===== src/rtl/vce_pkg.sv =====
// vce_pkg: shared types and constants for the VCE colour RAM arbiter.
//   gnt_t      - per-cycle owner of the single RAM port
//   rd_state_t - CPU read sequencing states
//   CRAM_ADDR_W / CRAM_DATA_W - colour RAM geometry (512 x 9, GRB 3:3:3)
package vce_pkg;

  localparam int CRAM_ADDR_W = 9;
  localparam int CRAM_DATA_W = 9;

  typedef enum logic [1:0] {
    GNT_NONE = 2'd0,
    GNT_PIX  = 2'd1,
    GNT_WR   = 2'd2,
    GNT_RD   = 2'd3
  } gnt_t;

  typedef enum logic [1:0] {
    RD_IDLE = 2'd0,
    RD_WAIT = 2'd1,
    RD_DATA = 2'd2
  } rd_state_t;

endpackage


===== src/rtl/cram_wfifo.sv =====
// cram_wfifo: small synchronous FIFO holding posted CPU colour-table writes.
// Ports:
//   clock, reset_N       - clock, asynchronous active-low reset
//   push, push_data      - enqueue request and entry (ignored when full)
//   pop                  - dequeue request (ignored when empty)
//   head_data            - oldest entry, combinational from storage
//   full, empty, count   - occupancy, all derived from the registered count
// DEPTH must be a power of two (pointers wrap by natural overflow), minimum 2.
module cram_wfifo #(
  parameter  int DEPTH = 4,
  parameter  int WIDTH = 18,
  localparam int PTR_W = $clog2(DEPTH),
  localparam int CNT_W = $clog2(DEPTH + 1)
) (
  input  logic             clock,
  input  logic             reset_N,
  input  logic             push,
  input  logic [WIDTH-1:0] push_data,
  input  logic             pop,
  output logic [WIDTH-1:0] head_data,
  output logic             full,
  output logic             empty,
  output logic [CNT_W-1:0] count
);

  logic [WIDTH-1:0] mem_q [DEPTH];
  logic [PTR_W-1:0] wr_ptr_q, wr_ptr_d;
  logic [PTR_W-1:0] rd_ptr_q, rd_ptr_d;
  logic [CNT_W-1:0] count_q, count_d;
  logic             push_ok_s;
  logic             pop_ok_s;

  assign full      = (count_q == CNT_W'(DEPTH));
  assign empty     = (count_q == {CNT_W{1'b0}});
  assign count     = count_q;
  assign head_data = mem_q[rd_ptr_q];
  assign push_ok_s = push & ~full;
  assign pop_ok_s  = pop & ~empty;

  // Pointer and occupancy next-state.
  always_comb begin
    wr_ptr_d = wr_ptr_q;
    rd_ptr_d = rd_ptr_q;
    count_d  = count_q;
    if (push_ok_s) begin
      wr_ptr_d = wr_ptr_q + PTR_W'(1);
    end else begin
      wr_ptr_d = wr_ptr_q;
    end
    if (pop_ok_s) begin
      rd_ptr_d = rd_ptr_q + PTR_W'(1);
    end else begin
      rd_ptr_d = rd_ptr_q;
    end
    case ({push_ok_s, pop_ok_s})
      2'b10:   count_d = count_q + CNT_W'(1);
      2'b01:   count_d = count_q - CNT_W'(1);
      default: count_d = count_q;
    endcase
  end

  // Pointer / count registers.
  always_ff @(posedge clock or negedge reset_N) begin
    if (!reset_N) begin
      wr_ptr_q <= {PTR_W{1'b0}};
      rd_ptr_q <= {PTR_W{1'b0}};
      count_q  <= {CNT_W{1'b0}};
    end else begin
      wr_ptr_q <= wr_ptr_d;
      rd_ptr_q <= rd_ptr_d;
      count_q  <= count_d;
    end
  end

  // Entry storage; cleared on reset so a stale head never reaches the RAM.
  always_ff @(posedge clock or negedge reset_N) begin
    if (!reset_N) begin
      for (int i = 0; i < DEPTH; i++) begin
        mem_q[i] <= {WIDTH{1'b0}};
      end
    end else if (push_ok_s) begin
      mem_q[wr_ptr_q] <= push_data;
    end
  end

endmodule


===== src/rtl/cram_arbiter.sv =====
// cram_arbiter: shares one single-port 512x9 colour RAM between the pixel
// fetch path and the CPU colour-table interface.
// Ports:
//   clock, reset_N                    - clock, asynchronous active-low reset
//   pix_req/pix_addr -> pix_data/pix_valid    - pixel fetch, data at t+1
//   cpu_wr_req/addr/data, cpu_wr_ready        - posted writes into a FIFO
//   cpu_rd_req/addr -> cpu_rd_data/valid/busy - reads ordered behind writes
//   wr_overflow                       - sticky: write dropped on full FIFO
//   ram_addr/ram_wdata/ram_we, ram_rdata      - RAM port, 1-cycle read
// Build option: define CRAM_ARTIFACT_EN to give CPU accesses priority over
// the pixel fetch; a losing pixel then shows the CPU word (palette speckle).
module cram_arbiter
  import vce_pkg::*;
#(
  parameter int ADDR_W      = CRAM_ADDR_W,
  parameter int DATA_W      = CRAM_DATA_W,
  parameter int WFIFO_DEPTH = 4
) (
  input  logic              clock,
  input  logic              reset_N,
  input  logic              pix_req,
  input  logic [ADDR_W-1:0] pix_addr,
  output logic [DATA_W-1:0] pix_data,
  output logic              pix_valid,
  input  logic              cpu_wr_req,
  input  logic [ADDR_W-1:0] cpu_wr_addr,
  input  logic [DATA_W-1:0] cpu_wr_data,
  output logic              cpu_wr_ready,
  input  logic              cpu_rd_req,
  input  logic [ADDR_W-1:0] cpu_rd_addr,
  output logic [DATA_W-1:0] cpu_rd_data,
  output logic              cpu_rd_valid,
  output logic              cpu_rd_busy,
  output logic              wr_overflow,
  output logic [ADDR_W-1:0] ram_addr,
  output logic [DATA_W-1:0] ram_wdata,
  output logic              ram_we,
  input  logic [DATA_W-1:0] ram_rdata
);

  localparam int ENTRY_W = ADDR_W + DATA_W;
  localparam int CNT_W   = $clog2(WFIFO_DEPTH + 1);

  logic               fifo_push_s;
  logic               fifo_pop_s;
  logic               fifo_full_s;
  logic               fifo_empty_s;
  logic [CNT_W-1:0]   fifo_count_s;
  logic [ENTRY_W-1:0] fifo_head_s;
  logic [ADDR_W-1:0]  head_addr_s;
  logic [DATA_W-1:0]  head_data_s;

  gnt_t               gnt_d, gnt_q;
  rd_state_t          rd_state_d, rd_state_q;
  logic [ADDR_W-1:0]  rd_addr_d, rd_addr_q;
  logic [DATA_W-1:0]  pix_data_q;
  logic [DATA_W-1:0]  rd_data_q;
  logic               wr_overflow_d, wr_overflow_q;
  logic [DATA_W-1:0]  pix_word_s;

  // Ready comes from the registered count, so a full FIFO never sees a
  // same-cycle enqueue even if it is also being drained.
  assign cpu_wr_ready = (fifo_count_s < CNT_W'(WFIFO_DEPTH));
  assign fifo_push_s  = cpu_wr_req & cpu_wr_ready;
  assign fifo_pop_s   = (gnt_d == GNT_WR);
  assign head_addr_s  = fifo_head_s[ENTRY_W-1:DATA_W];
  assign head_data_s  = fifo_head_s[DATA_W-1:0];

  cram_wfifo #(
    .DEPTH (WFIFO_DEPTH),
    .WIDTH (ENTRY_W)
  ) u_wfifo (
    .clock     (clock),
    .reset_N   (reset_N),
    .push      (fifo_push_s),
    .push_data ({cpu_wr_addr, cpu_wr_data}),
    .pop       (fifo_pop_s),
    .head_data (fifo_head_s),
    .full      (fifo_full_s),
    .empty     (fifo_empty_s),
    .count     (fifo_count_s)
  );

  // Per-cycle RAM port owner.
  always_comb begin
    gnt_d = GNT_NONE;
`ifdef CRAM_ARTIFACT_EN
    if (!fifo_empty_s) begin
      gnt_d = GNT_WR;
    end else if (rd_state_q == RD_WAIT) begin
      gnt_d = GNT_RD;
    end else if (pix_req) begin
      gnt_d = GNT_PIX;
    end else begin
      gnt_d = GNT_NONE;
    end
`else
    if (pix_req) begin
      gnt_d = GNT_PIX;
    end else if (!fifo_empty_s) begin
      gnt_d = GNT_WR;
    end else if (rd_state_q == RD_WAIT) begin
      gnt_d = GNT_RD;
    end else begin
      gnt_d = GNT_NONE;
    end
`endif
  end

  // RAM port drive from the granted source.
  always_comb begin
    ram_addr  = {ADDR_W{1'b0}};
    ram_wdata = {DATA_W{1'b0}};
    ram_we    = 1'b0;
    case (gnt_d)
      GNT_PIX: ram_addr = pix_addr;
      GNT_WR: begin
        ram_addr  = head_addr_s;
        ram_wdata = head_data_s;
        ram_we    = 1'b1;
      end
      GNT_RD:  ram_addr = rd_addr_q;
      default: ram_addr = {ADDR_W{1'b0}};
    endcase
  end

  // Read sequencer next-state; a request while busy is ignored.
  always_comb begin
    rd_state_d = rd_state_q;
    rd_addr_d  = rd_addr_q;
    case (rd_state_q)
      RD_IDLE: begin
        if (cpu_rd_req) begin
          rd_state_d = RD_WAIT;
          rd_addr_d  = cpu_rd_addr;
        end else begin
          rd_state_d = RD_IDLE;
        end
      end
      RD_WAIT: begin
        if (gnt_d == GNT_RD) begin
          rd_state_d = RD_DATA;
        end else begin
          rd_state_d = RD_WAIT;
        end
      end
      RD_DATA: rd_state_d = RD_IDLE;
      default: rd_state_d = RD_IDLE;
    endcase
  end

  assign wr_overflow_d = wr_overflow_q | (cpu_wr_req & fifo_full_s);

`ifdef CRAM_ARTIFACT_EN
  logic              pix_req_q;
  logic [DATA_W-1:0] wr_word_q;

  // Remember the pixel request and the CPU write word of the previous cycle.
  always_ff @(posedge clock or negedge reset_N) begin
    if (!reset_N) begin
      pix_req_q <= 1'b0;
      wr_word_q <= {DATA_W{1'b0}};
    end else begin
      pix_req_q <= pix_req;
      wr_word_q <= ram_wdata;
    end
  end

  // A pixel that lost the port shows whatever word the CPU moved that cycle.
  assign pix_valid  = pix_req_q;
  assign pix_word_s = (gnt_q == GNT_WR) ? wr_word_q : ram_rdata;
`else
  assign pix_valid  = (gnt_q == GNT_PIX);
  assign pix_word_s = ram_rdata;
`endif

  // RAM read data is only live in the cycle after the access; the held
  // copies keep the outputs stable until the next response.
  assign pix_data     = pix_valid ? pix_word_s : pix_data_q;
  assign cpu_rd_valid = (gnt_q == GNT_RD);
  assign cpu_rd_data  = cpu_rd_valid ? ram_rdata : rd_data_q;
  assign cpu_rd_busy  = (rd_state_q != RD_IDLE);
  assign wr_overflow  = wr_overflow_q;

  // Grant pipeline, read sequencer, held responses and overflow flag.
  always_ff @(posedge clock or negedge reset_N) begin
    if (!reset_N) begin
      gnt_q         <= GNT_NONE;
      rd_state_q    <= RD_IDLE;
      rd_addr_q     <= {ADDR_W{1'b0}};
      pix_data_q    <= {DATA_W{1'b0}};
      rd_data_q     <= {DATA_W{1'b0}};
      wr_overflow_q <= 1'b0;
    end else begin
      gnt_q         <= gnt_d;
      rd_state_q    <= rd_state_d;
      rd_addr_q     <= rd_addr_d;
      wr_overflow_q <= wr_overflow_d;
      if (pix_valid) begin
        pix_data_q <= pix_word_s;
      end
      if (cpu_rd_valid) begin
        rd_data_q <= ram_rdata;
      end
    end
  end

endmodule


===== config.mk =====
export PLATFORM = sky130hd
export DESIGN_NAME = cram_arbiter
export DESIGN_NICKNAME = d
export VERILOG_FILES = /design/src/rtl/vce_pkg.sv /design/src/rtl/cram_wfifo.sv /design/src/rtl/cram_arbiter.sv
export SDC_FILE = /design/constraint.sdc
export NUM_CORES = 1
export LEC_CHECK = 0
export CAP_MARGIN = 30
export CORE_MARGIN = 3
export CORE_UTILIZATION = 25
export CTS_CLUSTER_DIAMETER = 30
export DETAILED_ROUTE_END_ITERATION = 10
export MAX_ROUTING_LAYER = met4
export PLACE_DENSITY_LB_ADDON = 0.25
export SLEW_MARGIN = 20
export SYNTH_ARGS = -nofsm -noshare
export SYNTH_HDL_FRONTEND = slang
export SYNTH_SLANG_ARGS = --single-unit

===== constraint.sdc =====
create_clock -name clock -period 2.1 [get_ports clock]
set_input_delay 0.315 -clock clock [delete_from_list [all_inputs] [get_ports clock]]
set_output_delay 0.315 -clock clock [all_outputs]
set_load 0.02 [all_outputs]

==> impl_metrics.csv <==
group,metric,value,unit
routing,viasPerCell,4.287,
worst_setup_path,endpoint_kind,"output port",
routing,wl_met1,5367,um
worst_setup_path,r2r_slack,0.16,ns
floorplan,initial_core_util,25.91,%
yosys,synth_nets,371,
yosys,yosys_register_bits,111,
floorplan,rows,50,
sta,timing.fmax,0.4452,GHz
placed_design,port_buffers,91,
cells_and_area,drive_gt1_share,43.71,%
routing,initialDrtViolationCount,206,
floorplan,die_area,0.02143,mm^2
power,swShare,33.17,%
routing,drt_pre_antenna_iters,4,
yosys,yosysWarnings,0,
floorplan,top_level_ports,92,
clocking,cts_buffers,9,
sta,rsz0062_at_grt,"yes",
yosys,synth_area,0.004928,mm^2
worst_setup_path,reg2regPathDepth,7,
sta,period_needed,2.246,ns
worst_setup_path,worst_setup_path_start_kind,"flip-flop",
worst_setup_path,r2r-end,"u_wfifo.count[1]$_DFFE_PN0P_",
routing,drt_wl_total,11930,um
cells_and_area,area_delta_synth_final,33.69,%
yosys,synth_edf_count,0,
placed_design,dp_hpwl,8126,um
power,combinationalPowerShare,45.8,%
global_route,antenna_found_initial,0,
sta,finalSetupViolCount,18,
worst_setup_path,path_class,"flip-flop to output port",
placed_design,place_congestion,0.7575,
yosys,synth_top_cell_area_share,56.36,%
yosys,synth_largest_area_cell,"dfrtp_1",
cells_and_area,final_core_util,34.64,%
routing,dr_wl_met2,5982,um
yosys,yosysUniqueCellTypes,28,
routing,avgRoutedWirePerCell,17.09,um
clocking,cts_tree,"done",
sta,finalSetupTns,-1.815,ns
floorplan,fp.dieH,146.4,um
power,power_frac_seq,36.9,%
clocking,h-tree-depth,3,
sta,hold_violations,0,
clocking,clockRootBuffer,"clkbuf_16",
placed_design,postPlaceCellArea,0.006274,mm^2
routing,dr_wl_met3,417,um
sta,relSlewSlack,68.20,%
floorplan,core,0.01902,mm^2
clocking,cts_max_path_buffers,2,
power,total_leakage_power,2.859,nW
clocking,cts_sinks,111,
job,max_cap_violations,0,
sta,drv_slew,0,
status,outcome,"finished, violations left",
global_route,grt_pass1_vias,3400,
yosys,synthTopCellsByArea,"dfrtp_1, mux2_2, mux4_2",
cells_and_area,num-nets-final,488,
worst_setup_path,crit_required,1.78,ns
cells_and_area,finalInstanceArea,0.006589,mm^2
routing,via_count,2992,
power,finalPower,10.03,mW
sta,min_period_over_period,107.0,%
worst_setup_path,crit_fanout,4,
sta,finalClockSkew,0.008956,ns
global_route,grt_max_degree,52,
routing,top_layer,"met4",
worst_setup_path,r2r_start,"u_wfifo.count[1]$_DFFE_PN0P_",
status,violations,"setup timing",
global_route,grt-ovfl-total,0,
global_route,grt_first_pass_wirelength,18950,um
power,power.switching,3.328,mW
yosys,synth-seq-area-share,56.36,%
clocking,cts.clk_slew.worst_paths,0.07,ns
power,vdd_drop_max,0.4001,mV
worst_setup_path,cp.arrival,1.93,ns
power,power_density,1523,mW/mm^2
sta,hold_slack,0.4333,ns
floorplan,fp.dieW,146.4,um
sta,timing.final.ws_setup,-0.1463,ns
routing,drcViolationCount,0,
power,internal_power,6.704,mW
min_path,hp-class,"primary input to asynchronous set/reset pin",
yosys,synthCells,315,
routing,ant_nets,0,
global_route,track_usage,11.71,%
sta,tightestPinTransition,0.4765,ns
clocking,clock_latency,0.35,ns
yosys,async_reset_ff_share,100.0,%
yosys,syn_area_per_cell,15.65,um^2
power,clkPwrFrac,17.3,%
worst_setup_path,cp-startpoint,"u_wfifo.rd_ptr_q[0]$_DFFE_PN0P_",
yosys,synth_flop_cell,"dfrtp_1",
[registers in the layout, summed over array words and instances (netlist names)]
register / cells
gnt_q: 2
pix_data_q: 9
rd_addr_q: 9
rd_data_q: 9
rd_state_q: 2
u_wfifo.count: 3
u_wfifo.mem_q: 72
u_wfifo.rd_ptr_q: 2
u_wfifo.wr_ptr_q: 2
wr_overflow: 1
[logic make-up (layout without fill, tap and decap cells)]
logic type                 count (synthesis)  after routing  synth area share [%]
and+or+nand+nor                           37             37                 4.951
DFF                                      111            111                 56.36
buffers and inverters                     24            146                 2.564
adders and majority gates                  6              6                 1.676
xor gates and xnor gates                   6              6                 1.066
AOI/OAI and AO/OA                         13             13                 2.336
other                                      0              1                     0
muxes                                    118            118                 31.05
[cell type report]
cell class	count	area, um^2
flip-flops and latches	111	2779
diodes	1	2.502
multi-input cells	180	2039
fillers	1857	12430
clock buffers	12	246.5
inverters	10	37.54
well taps	260	325.3
clock inverters	4	55.05
repair buffers	120	1104
[cell usage after synthesis (2+ instances only)]
cell      number
xnor2_1        3
nor2b_1        2
buf_4          6
nand2_1        2
dfrtp_1      111
nor2_1         4
mux4_2        18
nand2_4        4
and2_1        18
a221o_1        9
mux2_2        99
buf_2          5
o21ai_0        2
ha_1           5
nor3_1         2
xor2_1         3
inv_1         10
clkbuf_1       2
[worst max path at each step]
stage,to,slack [ns],cells after the start
finish,ram_addr[5],-0.15,4
global route,ram_addr[4],-0.22,4
CTS,ram_addr[5],-0.20,4
detailed placement,ram_addr[2],-0.53,6
global placement,ram_addr[0],-0.48,6
floorplan,u_wfifo.count[2]$_DFFE_PN0P_,0.02,9
[worst max-delay path, stage by stage, from the launching register on]
cell	delay, ns
dfrtp_2	0.41
buf_6	0.14
mux4_2	0.55
a221o_1	0.32
buf_2	0.16
[routing by layer]
metal | GRT usage, % | vias up
met5 | - | -
met4 | 3.669 | 0
met3 | 2.855 | 10
met2 | 19.22 | 54
met1 | 14.31 | 1558
li1 | - | 1370
[power by group through the flow]
stage / sequential (mW) / combinational, mW / clock, mW
after floorplan: 3.58 / 3.09 / 0
after global placement: 3.67 / 4.69 / 0
after detailed placement: 3.73 / 4.79 / 0
after CTS: 3.70 / 4.55 / 1.81
after global routing: 3.83 / 4.96 / 1.91
final: 3.70 / 4.59 / 1.74
[stage by stage]
step,instances,worst slack [ns]
final,698,-0.1463
after global placement,675,-0.4782
after floorplan,315,0.01675
after detailed placement,675,-0.5271
after CTS,693,-0.2015
after global routing,697,-0.2159
[cells in the final DEF (no fill, tap or decap), types with 9 or more instances in the layout]
cell type        count
buf_2               15
dlygate4sd2_1       15
mux2_2              99
mux4_2              18
buf_6                9
inv_1               10
dfrtp_1            110
a221o_1              9
clkbuf_16           10
buf_4               19
and2_1              18
clkdlybuf4s50_1     52
[timing repair]
action,in CTS,in global routing
buffers inserted,1,1
cloned,0,3
resized for setup,97,24
hold endpoints to repair,27,0
hold buffers,1,0
endpoints found under the setup margin,37,29
pin swaps,1,2
(Power assumes the default switching activity.)
